[src/rtl/rec2pol_fq_if.sv]
// rec2pol_fq_if: handshake and data bundle between a requester and rec2pol_fq.
// Signal names carry the converter's point of view (_i into it, _o out of it).
// Ports: enable_i, start_i, x_i, y_i (requester -> converter);
//        busy_o, done_o, mod_o, angle_o (converter -> requester).
interface rec2pol_fq_if #(
    parameter int DATA_W  = 32,
    parameter int ANGLE_W = 32
);
    logic                      enable_i;
    logic                      start_i;
    logic signed [DATA_W-1:0]  x_i;
    logic signed [DATA_W-1:0]  y_i;
    logic                      busy_o;
    logic                      done_o;
    logic signed [DATA_W-1:0]  mod_o;
    logic signed [ANGLE_W-1:0] angle_o;

    // Requester side.
    modport master (
        output enable_i, start_i, x_i, y_i,
        input  busy_o, done_o, mod_o, angle_o
    );

    // Converter side.
    modport slave (
        input  enable_i, start_i, x_i, y_i,
        output busy_o, done_o, mod_o, angle_o
    );
endinterface

[src/rtl/rec2pol_fq.sv]
// rec2pol_fq: full-quadrant CORDIC rectangular-to-polar converter (modulus + angle in degrees).
// Latency: N_ITER+1 enabled clock edges from accepted start to done; one result per N_ITER+2 cycles.
// Backpressure: none; start is ignored while busy, enable_i=0 freezes every register.
//
// Ports: clk (rising edge), rst (async, active-high), bus (rec2pol_fq_if.slave):
//   enable_i/start_i/x_i/y_i in, busy_o/done_o/mod_o/angle_o out (all outputs registered).
// Build option: define REC2POL_GAINCOMP_EN to scale the modulus by 1/K_cordic in SCALE;
//   without it mod_o is the raw (gain ~1.6468) CORDIC magnitude, saturated.
module rec2pol_fq #(
    parameter int DATA_W     = 32,
    parameter int FRAC_W     = 16,
    parameter int ANGLE_W    = 32,
    parameter int ANGLE_FRAC = 23,
    parameter int N_ITER     = 24
) (
    input  logic         clk,
    input  logic         rst,
    rec2pol_fq_if.slave  bus
);

    // Legal iteration range is 4..30; the atan table covers shifts 0..30.
    if (N_ITER < 4 || N_ITER > 30 || FRAC_W >= DATA_W) begin : g_bad_param
        $error("rec2pol_fq: illegal parameter set");
    end

    localparam int XW     = DATA_W + 2;   // headroom for fold of -2^(DATA_W-1) and CORDIC growth
    localparam int CNT_W  = 5;
    localparam int ATAN_N = 31;

    localparam logic signed [ANGLE_W-1:0] Z180 = ANGLE_W'(longint'(180) << ANGLE_FRAC);

    // atan(2^-i) in degrees, scaled by 2^ANGLE_FRAC and rounded. Evaluated at
    // elaboration only; the Taylor series converges fast for i>=1 (t<=1/2).
    function automatic logic signed [ANGLE_W-1:0] atan_entry(input int i);
        real t, p, s, deg, sc;
        t = 1.0;
        for (int j = 0; j < i; j++) t = t * 0.5;
        if (i == 0) begin
            deg = 45.0;
        end else begin
            s = 0.0;
            p = t;
            for (int k = 0; k < 40; k++) begin
                if (k % 2 == 1) s = s - p / real'(2 * k + 1);
                else            s = s + p / real'(2 * k + 1);
                p = p * t * t;
            end
            deg = s * 180.0 / 3.14159265358979323846;
        end
        sc = 1.0;
        for (int j = 0; j < ANGLE_FRAC; j++) sc = sc * 2.0;
        // real -> integer cast rounds to nearest
        return ANGLE_W'(longint'(deg * sc));
    endfunction

    logic signed [ANGLE_W-1:0] atan_tab [0:ATAN_N-1];
    for (genvar g = 0; g < ATAN_N; g++) begin : g_atan
        localparam logic signed [ANGLE_W-1:0] ENTRY = atan_entry(g);
        assign atan_tab[g] = ENTRY;
    end

    typedef enum logic [1:0] {
        S_IDLE  = 2'd0,
        S_ITER  = 2'd1,
        S_SCALE = 2'd2
    } state_t;

    state_t                     state_q, state_d;
    logic [CNT_W-1:0]           cnt_q, cnt_d;
    logic signed [XW-1:0]       xr_q, xr_d;
    logic signed [XW-1:0]       yr_q, yr_d;
    logic signed [ANGLE_W-1:0]  zr_q, zr_d;
    logic                       zero_q, zero_d;
    logic                       busy_q, busy_d;
    logic                       done_q, done_d;
    logic signed [DATA_W-1:0]   mod_q, mod_d;
    logic signed [ANGLE_W-1:0]  angle_q, angle_d;

    logic signed [XW-1:0]       x_ext, y_ext;
    logic signed [ANGLE_W-1:0]  atan_cur;
    logic signed [DATA_W-1:0]   mod_sat;

    // Sign-extend before any negation so the most negative input folds cleanly.
    assign x_ext = XW'(bus.x_i);
    assign y_ext = XW'(bus.y_i);

    always_comb begin
        atan_cur = '0;
        for (int i = 0; i < ATAN_N; i++) begin
            if (cnt_q == CNT_W'(i)) atan_cur = atan_tab[i];
        end
    end

    // ---------------------------------------------------------------
    // Modulus scaling and saturation (evaluated from the final xr).
    // ---------------------------------------------------------------
`ifdef REC2POL_GAINCOMP_EN
    localparam int SCL_W = DATA_W + 19;
    localparam logic signed [SCL_W-1:0] K_Q16   = SCL_W'(39797);   // ~1/1.646760 in Q0.16
    localparam logic signed [SCL_W-1:0] RND_Q16 = SCL_W'(32768);
    logic signed [SCL_W-1:0] prod;
    logic signed [SCL_W-1:0] mag;
    assign prod = SCL_W'(xr_q) * K_Q16 + RND_Q16;
    assign mag  = prod >>> 16;
`else
    localparam int SCL_W = XW;
    logic signed [SCL_W-1:0] mag;
    assign mag = xr_q;
`endif

    localparam logic signed [SCL_W-1:0] MOD_MAX = SCL_W'({1'b0, {(DATA_W-1){1'b1}}});

    always_comb begin
        mod_sat = mag[DATA_W-1:0];
        if (mag > MOD_MAX) begin
            mod_sat = {1'b0, {(DATA_W-1){1'b1}}};
        end else if (mag[SCL_W-1]) begin
            // xr never goes negative after the fold; clamp defensively.
            mod_sat = '0;
        end
    end

    // ---------------------------------------------------------------
    // Next-state / datapath
    // ---------------------------------------------------------------
    always_comb begin
        state_d = state_q;
        cnt_d   = cnt_q;
        xr_d    = xr_q;
        yr_d    = yr_q;
        zr_d    = zr_q;
        zero_d  = zero_q;
        busy_d  = busy_q;
        done_d  = 1'b0;
        mod_d   = mod_q;
        angle_d = angle_q;

        case (state_q)
            S_IDLE: begin
                if (bus.start_i) begin
                    // Left half-plane inputs are rotated by 180 degrees so the
                    // CORDIC only has to cover (-90, +90).
                    if (!bus.x_i[DATA_W-1]) begin
                        xr_d = x_ext;
                        yr_d = y_ext;
                        zr_d = '0;
                    end else begin
                        xr_d = -x_ext;
                        yr_d = -y_ext;
                        zr_d = bus.y_i[DATA_W-1] ? -Z180 : Z180;
                    end
                    // With yr stuck at 0 the sign test would keep adding atan
                    // terms; remember the origin so the angle is reported as 0.
                    zero_d  = (bus.x_i == '0) && (bus.y_i == '0);
                    cnt_d   = '0;
                    busy_d  = 1'b1;
                    state_d = S_ITER;
                end
            end

            S_ITER: begin
                if (yr_q[XW-1]) begin
                    xr_d = xr_q - (yr_q >>> cnt_q);
                    yr_d = yr_q + (xr_q >>> cnt_q);
                    zr_d = zr_q - atan_cur;
                end else begin
                    xr_d = xr_q + (yr_q >>> cnt_q);
                    yr_d = yr_q - (xr_q >>> cnt_q);
                    zr_d = zr_q + atan_cur;
                end
                if (cnt_q == CNT_W'(N_ITER - 1)) begin
                    cnt_d   = '0;
                    state_d = S_SCALE;
                end else begin
                    cnt_d = cnt_q + CNT_W'(1);
                end
            end

            S_SCALE: begin
                mod_d   = mod_sat;
                angle_d = zero_q ? '0 : zr_q;
                done_d  = 1'b1;
                busy_d  = 1'b0;
                state_d = S_IDLE;
            end

            default: begin
                state_d = S_IDLE;
                busy_d  = 1'b0;
            end
        endcase
    end

    // ---------------------------------------------------------------
    // State registers; enable_i low holds everything, including done.
    // ---------------------------------------------------------------
    always_ff @(posedge clk or posedge rst) begin
        if (rst) begin
            state_q <= S_IDLE;
            cnt_q   <= '0;
            xr_q    <= '0;
            yr_q    <= '0;
            zr_q    <= '0;
            zero_q  <= 1'b0;
            busy_q  <= 1'b0;
            done_q  <= 1'b0;
            mod_q   <= '0;
            angle_q <= '0;
        end else if (bus.enable_i) begin
            state_q <= state_d;
            cnt_q   <= cnt_d;
            xr_q    <= xr_d;
            yr_q    <= yr_d;
            zr_q    <= zr_d;
            zero_q  <= zero_d;
            busy_q  <= busy_d;
            done_q  <= done_d;
            mod_q   <= mod_d;
            angle_q <= angle_d;
        end
    end

    assign bus.busy_o  = busy_q;
    assign bus.done_o  = done_q;
    assign bus.mod_o   = mod_q;
    assign bus.angle_o = angle_q;

endmodule

[src/flat_wrapper.sv]
// flat-port wrapper written by rule: the top's interface ports become plain ports
module rec2pol_fq_flat 
#(
    parameter int DATA_W     = 32,
    parameter int FRAC_W     = 16,
    parameter int ANGLE_W    = 32,
    parameter int ANGLE_FRAC = 23,
    parameter int N_ITER     = 24
)
  (clk, rst, bus_enable_i, bus_start_i, bus_x_i, bus_y_i, bus_busy_o, bus_done_o, bus_mod_o, bus_angle_o);
  rec2pol_fq_if #(.DATA_W(DATA_W), .ANGLE_W(ANGLE_W)) bus_i ();
  input  logic clk;
  input  logic rst;
  input wire logic [$bits(bus_i.enable_i)-1:0] bus_enable_i;
  input wire logic [$bits(bus_i.start_i)-1:0] bus_start_i;
  input wire logic [$bits(bus_i.x_i)-1:0] bus_x_i;
  input wire logic [$bits(bus_i.y_i)-1:0] bus_y_i;
  output wire logic [$bits(bus_i.busy_o)-1:0] bus_busy_o;
  output wire logic [$bits(bus_i.done_o)-1:0] bus_done_o;
  output wire logic [$bits(bus_i.mod_o)-1:0] bus_mod_o;
  output wire logic [$bits(bus_i.angle_o)-1:0] bus_angle_o;
  assign bus_i.enable_i = bus_enable_i;
  assign bus_i.start_i = bus_start_i;
  assign bus_i.x_i = bus_x_i;
  assign bus_i.y_i = bus_y_i;
  assign bus_busy_o = bus_i.busy_o;
  assign bus_done_o = bus_i.done_o;
  assign bus_mod_o = bus_i.mod_o;
  assign bus_angle_o = bus_i.angle_o;
  rec2pol_fq #(.DATA_W(DATA_W), .FRAC_W(FRAC_W), .ANGLE_W(ANGLE_W), .ANGLE_FRAC(ANGLE_FRAC), .N_ITER(N_ITER)) u_core (.clk(clk), .rst(rst), .bus(bus_i));
endmodule
[config.mk]
export PLATFORM = sky130hd
export DESIGN_NAME = rec2pol_fq_flat
export DESIGN_NICKNAME = d
export VERILOG_FILES = /design/src/rtl/rec2pol_fq_if.sv /design/src/rtl/rec2pol_fq.sv /design/src/flat_wrapper.sv
export SDC_FILE = /design/constraint.sdc
export NUM_CORES = 1
export LEC_CHECK = 0
export CAP_MARGIN = 20
export CORE_UTILIZATION = 40
export CTS_BUF_LIST = sky130_fd_sc_hd__clkbuf_2
export CTS_CLUSTER_SIZE = 40
export DETAILED_ROUTE_END_ITERATION = 16
export PLACE_DENSITY = 0.6
export SLEW_MARGIN = 0
export SYNTH_ARGS = -nofsm -noshare
export SYNTH_HDL_FRONTEND = slang
export SYNTH_SLANG_ARGS = --single-unit
[constraint.sdc]
create_clock -name clk -period 9.3 [get_ports clk]
set_input_delay 0.93 -clock clk [delete_from_list [all_inputs] [get_ports clk]]
set_output_delay 0.93 -clock clk [all_outputs]
set_load 0.03 [all_outputs]
=== Yosys cells after proc, flatten, opt, wreduce, memory -nomap -nowiden ===
Index checks and enable logic that the tools add are counted.
W data, S select, Z words.

* Register bits after elaboration: 174
* Output and inout bits: 66
* Word-level logic and storage cells: 124

* Add/sub/neg operators: 9
* Magnitude comparators: 1
* Equality and inequality tests: 34
* Shift operators: 2
* Mux-type cells: 56
* Bitwise gates (word level): 1
* Reductions and logical operators: 11

{| class="wikitable"
|+ Operators by type and width
! cell !! count
|-
| $mux W29 || 31
|-
| $mux W32 || 7
|-
| $mux W34 || 6
|-
| $pmux W34 S2 || 2
|-
| $eq A5 B5 Y1 const B || 15
|-
| $add A34 B34 Y34 || 2
|-
| $neg A32 Y34 || 2
|-
| $sshr A34 B5 Y34 || 2
|-
| $sub A34 B34 Y34 || 2
|-
| $logic_not A32 Y1 || 2
|-
| $pmux W32 S2 || 1
|-
| $eq A5 B4 Y1 const B || 8
|-
| $gt A34 B32 Y1 const B || 1
|-
| $add A32 B30 Y32 || 1
|-
| $sub A32 B30 Y32 || 1
|-
| $eq A5 B3 Y1 const B || 4
|-
| $reduce_and A3 Y1 || 4
|-
| $eq A5 B2 Y1 const B || 2
|-
| $mux W5 || 2
|-
| $pmux W5 S2 || 1
|-
| $add A5 B1 Y5 const B || 1
|-
| $eq A5 B1 Y1 const B || 1
|-
| $logic_not A5 Y1 || 1
|-
| $mux W2 || 2
|-
| other kinds (12) || 13
|}

=== Logic depth before layout (Yosys ltp) ===
Gate-level depths: netlist of the first run.

* Depth in word-level cells: 35
* Depth in mapped cells: 29
* Gate-level depth less buffers: 23

=== Least setup slack after synthesis of the first run ===
Ideal clock, no wire load.

* Path kind: register to register
* Start: register u_core.cnt_q[0]
* End: register u_core.zr_q[31]
* Setup time: 94 ps
* Data arrival time: 6504 ps
* Data required time: 9206 ps
* Slack: 2702 ps
* Cell stages (with the launch flop): 28
* Buffers on the path: 6
* Cell sequence: dfrtp_1 -> buf_4 -> inv_2 -> buf_2 -> buf_2 -> ha_1 -> clkbuf_1 -> clkbuf_1 -> o21ai_0 -> o2bb2ai_1 -> a22oi_1 -> o221ai_1 -> a21oi_1 -> nor2b_1 -> nor2b_1 -> or2_2 -> buf_2 -> xnor2_1 -> ha_1 -> a2111o_1 -> o21ai_0 -> a31oi_1 -> a221oi_1 -> o21ai_0 -> a2111oi_0 -> nor3b_1 -> or2_0 -> a211oi_1

* Cells in the longest elaborated chain, start to end: 35
* Elaborated cells between the ends (all ways): 66
* Those cells by class: add/sub: 2; eq/ne: 30; mux: 33; reduce/logical: 1

{| class="wikitable"
|+ Ends and longest elaborated chain
! item !! line !! RTL
|-
| start: declaration || rec2pol_fq.sv:69 || <nowiki>logic [CNT_W-1:0] cnt_q, cnt_d;</nowiki>
|-
| start signal: assignment || rec2pol_fq.sv:211 || <nowiki>cnt_q <= cnt_d;</nowiki>
|-
| $logic_not A5 Y1 || rec2pol_fq.sv:90 || <nowiki>if (cnt_q == CNT_W'(i)) atan_cur = atan_tab[i];</nowiki>
|-
| $mux W29 (30 in series) || rec2pol_fq.sv:90 ||
|-
| $mux W29 * || rec2pol_fq.sv:90 ||
|-
| $add A32 B30 Y32 or $sub A32 B30 Y32 (tied branches) || rec2pol_fq.sv:169, rec2pol_fq.sv:165 ||
|-
| $mux W32 * || rec2pol_fq.sv:162 || <nowiki>if (yr_q[XW-1]) begin</nowiki>
|-
| $pmux W32 S2 * || rec2pol_fq.sv:138 || <nowiki>case (state_q)</nowiki>
|-
| end signal: assignment || rec2pol_fq.sv:214 || <nowiki>zr_q <= zr_d;</nowiki>
|-
| end: declaration || rec2pol_fq.sv:72 || <nowiki>logic signed [ANGLE_W-1:0] zr_q, zr_d;</nowiki>
|}

Every way passes the cells marked *; elsewhere a longest branch is shown, timed or not.
A chain may end at the register's enable or synchronous reset.

=== Worst setup path in the final report of the first run ===
Ends and elaborated chain as after synthesis.

==> results.md, run 1 <==
| Stage | Quantity | Reported |
|:---|:---|:---|
| outcome | Result of the run | completed |
| worst setup path | Launch point of the worst reg-to-reg path | u_core.cnt_q[0] |
| clocking | Hold-fix buffers, CTS | 0 |
| run | Maximum capacitance violations | 0 |
| die | Boundary Pins | 134 |
| worst setup path | Slack of the worst reg-to-reg path | 1330 ps |
| yosys | FFs w/ async S/R, synth | 1.00 |
| drt | Detailed-route DRC error count | 0 |
| clocking | TritonCTS buffer count | 17 |
| finish | Multi-input combinational cell area | 0.0160 mm2 |
| timing | Clock Skews | 66.6 ps |
| die | Initial cell density of the core | 0.406 |
| clocking | Worst-path clk slew | 350 ps |
| placed design | Placer Congestion | 0.964 |
| yosys | Number of warnings reported in the yosys synthesis log | 0 |
| clocking | Clock latency of the later-clocked register in the worst-skew pair | 1120 ps |
| finish | Flip-flop and latch area | 0.00437 mm2 |
| clocking | TritonCTS clock tree | built |
| worst setup path | Cells traversed along the worst timing path | inv_2 -> ha_1 -> nor2b_1 -> or2_2 -> o2111a_1 -> a211oi_1 -> ha_1 -> nor2b_1 -> nor2b_1 -> or2_2 -> xnor2_1 -> ha_1 -> a2111o_1 -> o21ai_0 -> a31oi_1 -> a221oi_1 -> o21ai_0 -> a2111oi_0 -> nor3b_1 -> or2_0 -> a211oi_1 |
| die | Die width | 233 um |
| drt | Final wirelength | 78900 um |
| yosys | Post-synthesis instance area | 0.0214 mm2 |
| worst setup path | Largest fanout of any net on the critical path | 36 |
| yosys | Number of enable flip-flop cells after synthesis | 0 |
| yosys | Sequential element share of the synthesized area | 0.204 |
| timing | Setup violators final | 0 |
| global routing | Overflow after GRT | 0 |
| finish | Utilization after layout | 0.444 |
| worst setup path | Critical Path Sink Type | flop |
| worst setup path | FF-to-FF path depth | 21 |
| drt | Drt first pass iters | 5 |
| finish | Layout Cells excl Fill | 3362 |
| timing | Worst slack on hold paths | 291 ps |
| timing | Post-layout min period | 7970 ps |
| timing | Final setup TNS | 0 ps |
| finish | Layout cells sized above 1 | 0.105 |
| drt | Detailed-route via count | 21000 |
| global routing | All-Layer GR Usage | 0.292 |
| yosys | Number of cells produced by synthesis | 2644 |
| clocking | Root Buffer Master | sky130_fd_sc_hd__clkbuf_2 |
| timing | RSZ-0062 raised after global routing | no |
| worst setup path | Arrival time reported for the critical path endpoint | 9020 ps |
| yosys | Area fraction of the dominant cell type after synthesis | 0.204 |
| die | Floorplan Core Area | 0.0527 mm2 |
| placed design | Cell Count Post-Placement | 3323 |
| timing | Final hold vios | 0 |
| die | Area of the die | 0.0543 mm2 |
| timing | Least-Margin Pin Slew | 1060 ps |
| timing | Highest achievable clock rate | 126 MHz |
| yosys | Top cells by area in the synthesized netlist | sky130_fd_sc_hd__dfrtp_1, sky130_fd_sc_hd__mux4_2, sky130_fd_sc_hd__ha_1, sky130_fd_sc_hd__o21ai_0, sky130_fd_sc_hd__nand2_1 |
| placed design | Placed wire-length estimate | 59700 um |
| yosys | Most frequent cell after synthesis | sky130_fd_sc_hd__nand2_1 |
| worst setup path | Peak per-stage delay on the critical path | 780 ps |
| drt | Antenna violation net count after detailed routing | 0 |
| yosys | Top cells by count, synth | sky130_fd_sc_hd__nand2_1, sky130_fd_sc_hd__o21ai_0, sky130_fd_sc_hd__a21oi_1 |
| global routing | Number of global-route vias before repair | 20200 |
| clocking | Maximum count of clock buffers along a single path | 2 |
| finish | Synthesis-to-finish area growth | 9.55% |
| yosys | Main synth FF type | sky130_fd_sc_hd__dfrtp_1 |
| worst setup path | Kind of critical path | reg2reg |
| global routing | Antenna violations before repair | 3 |
| worst setup path | Worst flop-to-flop path endpoint | u_core.zr_q[31] |
| worst hold path | Class of the tightest hold or removal check | in2async |
| worst setup path | WP data required | 10350 ps |
| worst setup path | Kind of start point of the critical path | flop |
| worst setup path | Critical-path top delay cell | sky130_fd_sc_hd__ha_1 |
| yosys | Number of distinct library cells after synthesis | 101 |
| yosys | Number of synthesized register bits | 174 |
| drt | Post-DR vias/cell | 6.25 |
| die | Number of placement rows | 84 |
| finish | Number of nets at the end of the flow | 2832 |
| timing | Final count of pins violating max slew | 0 |
| clocking | H-tree Lvls | 4 |
| clocking | Number of gates resized after CTS | 0 |
| drt | Drt initial violations | 1706 |
| finish | Layout fillers | 5360 |
| global routing | First-pass GRT wire length | 121000 um |
| worst setup path | Family with the most delay on the worst path | compound AO/OA/AOI/OAI gates |
| timing | Final critical-path share of the clock period | 0.857 |
| drt | Post-detailed-route wirelength per cell | 23.5 um |
| timing | Worst slew margin relative to its limit | 0.292 |
| global routing | Largest net degree at the start of global routing | 102 |
| die | Height of the die | 233 um |
| placed design | Count of port buffers added during placement | 133 |
| clocking | Post-CTS repair timing setup buffer count | 0 |
| yosys | Net count after synthesis | 2822 |
| yosys | Cell type contributing the most total cell area after synthesis | sky130_fd_sc_hd__dfrtp_1 |
| worst setup path | Buffer and inverter count on the worst path | 1 |
| yosys | Synthesized area per cell | 8.08 um2 |
| clocking | Clock Sinks | 174 |
-- area by class of cell --
class	instances	area share
Tap cell	688	0.0368
Clock inverter	15	0.00743
Inverter	50	0.00823
Antenna cell	7	0.000749
Timing Repair Buffer	184	0.0737
Clock buffer	17	0.00364
Multi-Input combinational cell	2227	0.683
Sequential cell	174	0.187
-- flip-flops by register name, summed over array words and instances, names as in the netlist --
register,cells
u_core.yr_q,34
u_core.bus.done_o,1
u_core.cnt_q,5
u_core.zr_q,32
u_core.state_q,2
u_core.zero_q,1
u_core.mag,34
u_core.bus.mod_o,32
u_core.bus.angle_o,32
u_core.bus.busy_o,1
-- worst reg2reg max path, stage by stage, from the launching register on --
cell	delay, ps
sky130_fd_sc_hd__dfrtp_4	560
sky130_fd_sc_hd__inv_2	760
sky130_fd_sc_hd__ha_1	780
sky130_fd_sc_hd__nor2b_1	610
sky130_fd_sc_hd__or2_2	250
sky130_fd_sc_hd__o2111a_1	220
sky130_fd_sc_hd__a211oi_1	110
sky130_fd_sc_hd__ha_1	250
sky130_fd_sc_hd__nor2b_1	140
sky130_fd_sc_hd__nor2b_1	160
sky130_fd_sc_hd__or2_2	410
sky130_fd_sc_hd__xnor2_1	180
sky130_fd_sc_hd__ha_1	370
sky130_fd_sc_hd__a2111o_1	440
sky130_fd_sc_hd__o21ai_0	340
sky130_fd_sc_hd__a31oi_1	250
sky130_fd_sc_hd__a221oi_1	490
sky130_fd_sc_hd__o21ai_0	380
sky130_fd_sc_hd__a2111oi_0	590
sky130_fd_sc_hd__nor3b_1	130
sky130_fd_sc_hd__or2_0	240
sky130_fd_sc_hd__a211oi_1	230
-- layout by cell type, fill, tap and decap left out, types with 27 or more instances in the layout --
cell	Yosys	layout
sky130_fd_sc_hd__a21o_1	48	48
sky130_fd_sc_hd__a21oi_1	203	203
sky130_fd_sc_hd__a31oi_1	44	44
sky130_fd_sc_hd__buf_4	6	49
sky130_fd_sc_hd__clkdlybuf4s50_1	0	132
sky130_fd_sc_hd__dfrtp_1	174	168
sky130_fd_sc_hd__ha_1	107	107
sky130_fd_sc_hd__inv_1	46	45
sky130_fd_sc_hd__mux2_2	44	44
sky130_fd_sc_hd__mux2i_1	59	59
sky130_fd_sc_hd__mux4_2	72	72
sky130_fd_sc_hd__nand2_1	307	306
sky130_fd_sc_hd__nand2b_1	50	50
sky130_fd_sc_hd__nand3_1	40	39
sky130_fd_sc_hd__nor2_1	198	197
sky130_fd_sc_hd__nor3_1	27	27
sky130_fd_sc_hd__o21ai_0	248	247
sky130_fd_sc_hd__o22ai_1	40	40
sky130_fd_sc_hd__o31ai_1	64	64
sky130_fd_sc_hd__xnor2_1	114	114
sky130_fd_sc_hd__xor2_1	105	105
-- kinds of logic after synthesis --
logic type | after synthesis | share of synthesized area
flops | 174 | 0.204
xor+xnor | 220 | 0.0909
mux | 182 | 0.132
simple gates | 807 | 0.182
buf+inv | 243 | 0.0501
fa+ha+maj | 111 | 0.0660
compound gates | 907 | 0.275
-- worst max path at each step --
stage	slack (ps)	to	start	cells past startpoint
6_report	1330	u_core.zr_q[31]	u_core.cnt_q[0]	21
3_3_place_gp	1640	u_core.zr_q[31]	u_core.cnt_q[0]	21
2_1_floorplan	2700	u_core.zr_q[31]	u_core.cnt_q[0]	27
3_5_place_dp	1460	u_core.zr_q[31]	u_core.cnt_q[0]	21
5_1_grt	670	u_core.zr_q[31]	u_core.cnt_q[0]	22
4_1_cts	1380	u_core.zr_q[31]	u_core.cnt_q[0]	21
-- routing by layer --
metal	up-vias	track usage	wire length, um
li1	9873	-	-
met1	10200	0.362	32500
met2	772	0.493	38200
met3	168	0.0428	4550
met4	0	0.141	3650
met5	-	0	0
-- per-stage QoR --
| stage | setup slack (ps) | area [um2] |
|---|---|---|
| final | 1330 | 23400 |
| after global routing | 668 | 23400 |
| after CTS | 1380 | 23400 |
| after detailed placement | 1460 | 23100 |
| after global placement | 1640 | 23100 |
| after floorplan | 2700 | 21400 |
Power of run 1 is left out: the tool's default activity adds up to more than one toggle a clock period on the data nets, which glitch-free logic cannot reach.
==> run 2, diff against run 1 <==
--- a/config.mk
+++ b/config.mk
@@ -11,6 +11,7 @@
 export CTS_CLUSTER_SIZE = 40
 export DETAILED_ROUTE_END_ITERATION = 16
 export PLACE_DENSITY = 0.6
+export RECOVER_POWER = 25
 export SLEW_MARGIN = 0
 export SYNTH_ARGS = -nofsm -noshare
 export SYNTH_HDL_FRONTEND = slang
==> run 2 against run 1 <==
Net effect:
- wire length is essentially flat
- die area is the same
- design area is essentially flat
- fmax shrank 0.12%
- sequential share of layout area is essentially flat
- global-route usage is the same
- via count is the same
- the flow now finishes with violations (capacitance limit, slew limit)
- clock skew is essentially flat
==> results.md, run 2 (synthesis results as in run 1) <==
| Stage | Quantity | Reported | Delta |
|:---|:---|:---|:---|
| clocking | TritonCTS clock tree | built |  |
| timing | PnR worst setup slack | 1320 ps | -9.54 ps |
| timing | Worst slew margin relative to its limit | -1.64 | -1.93 |
| finish | Most used cells in the layout excluding fill and tap cells | sky130_fd_sc_hd__nand2_1, sky130_fd_sc_hd__o21ai_0, sky130_fd_sc_hd__a21oi_1 |  |
| global routing | Antenna violations before repair | 3 | unchanged |
| global routing | Overflow after GRT | 0 | unchanged |
| worst setup path | WP data required | 10330 ps | -20 ps |
| outcome | Violations in the final reports | capacitance limit, slew limit |  |
| placed design | Post-Place Setup Slack | 1460 ps | unchanged |
| worst setup path | Arrival time reported for the critical path endpoint | 9010 ps | about the same |
| drt | Antenna violation net count after detailed routing | 0 | unchanged |
| die | Boundary Pins | 134 | unchanged |
| global routing | Number of global-route vias before repair | 20200 | unchanged |
| worst setup path | Critical Path Sink Type | flop |  |
| clocking | Hold-fix buffers, CTS | 0 | unchanged |
| timing | Final setup TNS | 0 ps | unchanged |
| clocking | Root Buffer Master | sky130_fd_sc_hd__clkbuf_2 |  |
| clocking | Clock Sinks | 174 | unchanged |
| timing | Post-layout min period | 7980 ps | +9.54 ps |
| worst setup path | Cells traversed along the worst timing path | inv_2 -> ha_1 -> nor2b_1 -> or2_2 -> o2111a_1 -> a211oi_1 -> ha_1 -> nor2b_1 -> nor2b_1 -> or2_2 -> xnor2_1 -> ha_1 -> a2111o_1 -> o21ai_0 -> a31oi_1 -> a221oi_1 -> o21ai_0 -> a2111oi_0 -> nor3b_1 -> or2_0 -> a211oi_1 |  |
| worst setup path | Largest fanout of any net on the critical path | 36 | unchanged |
| clocking | Clock latency of the later-clocked register in the worst-skew pair | 1120 ps | about the same |
| global routing | All-Layer GR Usage | 0.292 | unchanged |
| timing | Final count of pins violating max slew | 128 | +128 |
| finish | Number of nets at the end of the flow | 2832 | unchanged |
| placed design | Placed wire-length estimate | 59700 um | unchanged |
| finish | Layout cells sized above 1 | 0.105 | -0.000375 |
| outcome | Result of the run | finished with violations |  |
| die | Initial cell density of the core | 0.406 | unchanged |
| drt | Detailed-route DRC error count | 0 | unchanged |
| timing | Worst slack on hold paths | 518 ps | +227 ps |
| die | Height of the die | 233 um | unchanged |
| worst setup path | Peak per-stage delay on the critical path | 770 ps | about the same |
| drt | Drt first pass iters | 6 | +1 |
| finish | Most common cell after layout, fill and taps aside | sky130_fd_sc_hd__nand2_1 |  |
| placed design | Count of port buffers added during placement | 133 | unchanged |
| timing | Highest achievable clock rate | 125 MHz | -0.12% |
| die | Number of placement rows | 84 | unchanged |
| global routing | Global-route track usage on met3 | 0.0428 | unchanged |
| placed design | Placer Congestion | 0.964 | unchanged |
| die | Floorplan Core Area | 0.0527 mm2 | unchanged |
| finish | Utilization after layout | 0.444 | about the same |
| global routing | Largest net degree at the start of global routing | 102 | unchanged |
| global routing | GR peak layer | met2 |  |
| timing | Clock Skews | 66.2 ps | -0.450 ps |
| drt | Drt initial violations | 1702 | -0.23% |
| worst setup path | Buffer and inverter count on the worst path | 1 | unchanged |
| finish | Synthesis-to-finish area growth | 9.51% | about the same |
| worst setup path | Family with the most delay on the worst path | compound AO/OA/AOI/OAI gates |  |
| worst setup path | Critical-path top delay cell | sky130_fd_sc_hd__inv_2 |  |
| global routing | Met2 usage | 0.493 | unchanged |
| timing | Final critical-path share of the clock period | 0.858 | +0.00103 |
| timing | RSZ-0062 raised after global routing | no |  |
| run | Maximum capacitance violations | 2 | +2 |
| global routing | First-pass GRT wire length | 121000 um | unchanged |
| clocking | Maximum count of clock buffers along a single path | 2 | unchanged |
| drt | Final wirelength | 78800 um | about the same |
| drt | Post-DR vias/cell | 6.25 | about the same |
| timing | Least-Margin Pin Slew | 3930 ps | +2880 ps |
| worst setup path | Kind of start point of the critical path | flop |  |
| timing | Final hold vios | 0 | unchanged |
| clocking | Post-CTS repair timing setup buffer count | 0 | unchanged |
| clocking | H-tree Lvls | 4 | unchanged |
| clocking | Number of gates resized after CTS | 0 | unchanged |
| drt | Detailed-route via count | 21000 | unchanged |
| clocking | Worst-path clk slew | 350 ps | about the same |
| die | Die width | 233 um | unchanged |
| die | Area of the die | 0.0543 mm2 | unchanged |
| clocking | TritonCTS buffer count | 17 | unchanged |
| worst hold path | Class of the tightest hold or removal check | reg2reg |  |
| timing | Setup violators final | 0 | unchanged |
| worst setup path | Kind of critical path | reg2reg |  |
| worst setup path | Slack of the worst reg-to-reg path | 1320 ps | about the same |
| global routing | Met1 track utilization from global routing | 0.362 | unchanged |
| drt | Post-detailed-route wirelength per cell | 23.5 um | about the same |
run 2: cell types whose count changed in the layout (fill, tap and decap cells not counted), sizes merged:
cell,delta
clkinvlp,+1
clkdlybuf4s50,-1
inv,-1
dlygate4sd3,+1
diode,-1
clkbuf,+1
buf,-1
run 2: area by class of cell:
cell class / count / area [um2]
timing repair buffer: 184 / 1720
multi-input combinational: 2227 / 16000
clock inverter: 15 / 174
fill: 5364 / 29300
clock buffer: 17 / 85.1
antenna: 6 / 15.0
tap: 688 / 861
sequential: 174 / 4370
inverter: 50 / 189
run 2: worst register-to-register path: cells and delay by family, from the launching register on:
kind / cells / cell delay (ps)
compound gates: 9 / 3050
xor+xnor: 1 / 180
fa+ha+maj: 3 / 1410
buf+inv: 1 / 770
flops: 1 / 560
simple gates: 7 / 1950
run 2: metrics by stage:
stage,area [um2],instances
after floorplan,21400,2644
after global placement,23100,3322
after detailed placement,23100,3323
after CTS,23400,3355
after global routing,23400,3361
final,23400,3361
run 2: final timing paths:
check,startpoint,end,cells after the start
worst max-delay path,u_core.cnt_q[0],u_core.zr_q[31],21
worst min-delay path,u_core.bus.angle_o[1],u_core.bus.angle_o[1],2
worst max register to register,u_core.cnt_q[0],u_core.zr_q[31],21
worst min register to register,u_core.bus.angle_o[1],u_core.bus.angle_o[1],2
max in group asynchronous,rst,u_core.cnt_q[0],3
min in group asynchronous,rst,u_core.bus.angle_o[22],2
run 2: metal layers:
| metal | wire length [um] | vias to the layer above |
|---|---|---|
| li1 | - | 9878 |
| met1 | 32700 | 10200 |
| met2 | 38200 | 717 |
| met3 | 4220 | 178 |
| met4 | 3720 | 0 |
| met5 | 0 | - |
Power of run 2 is left out for the same reason.
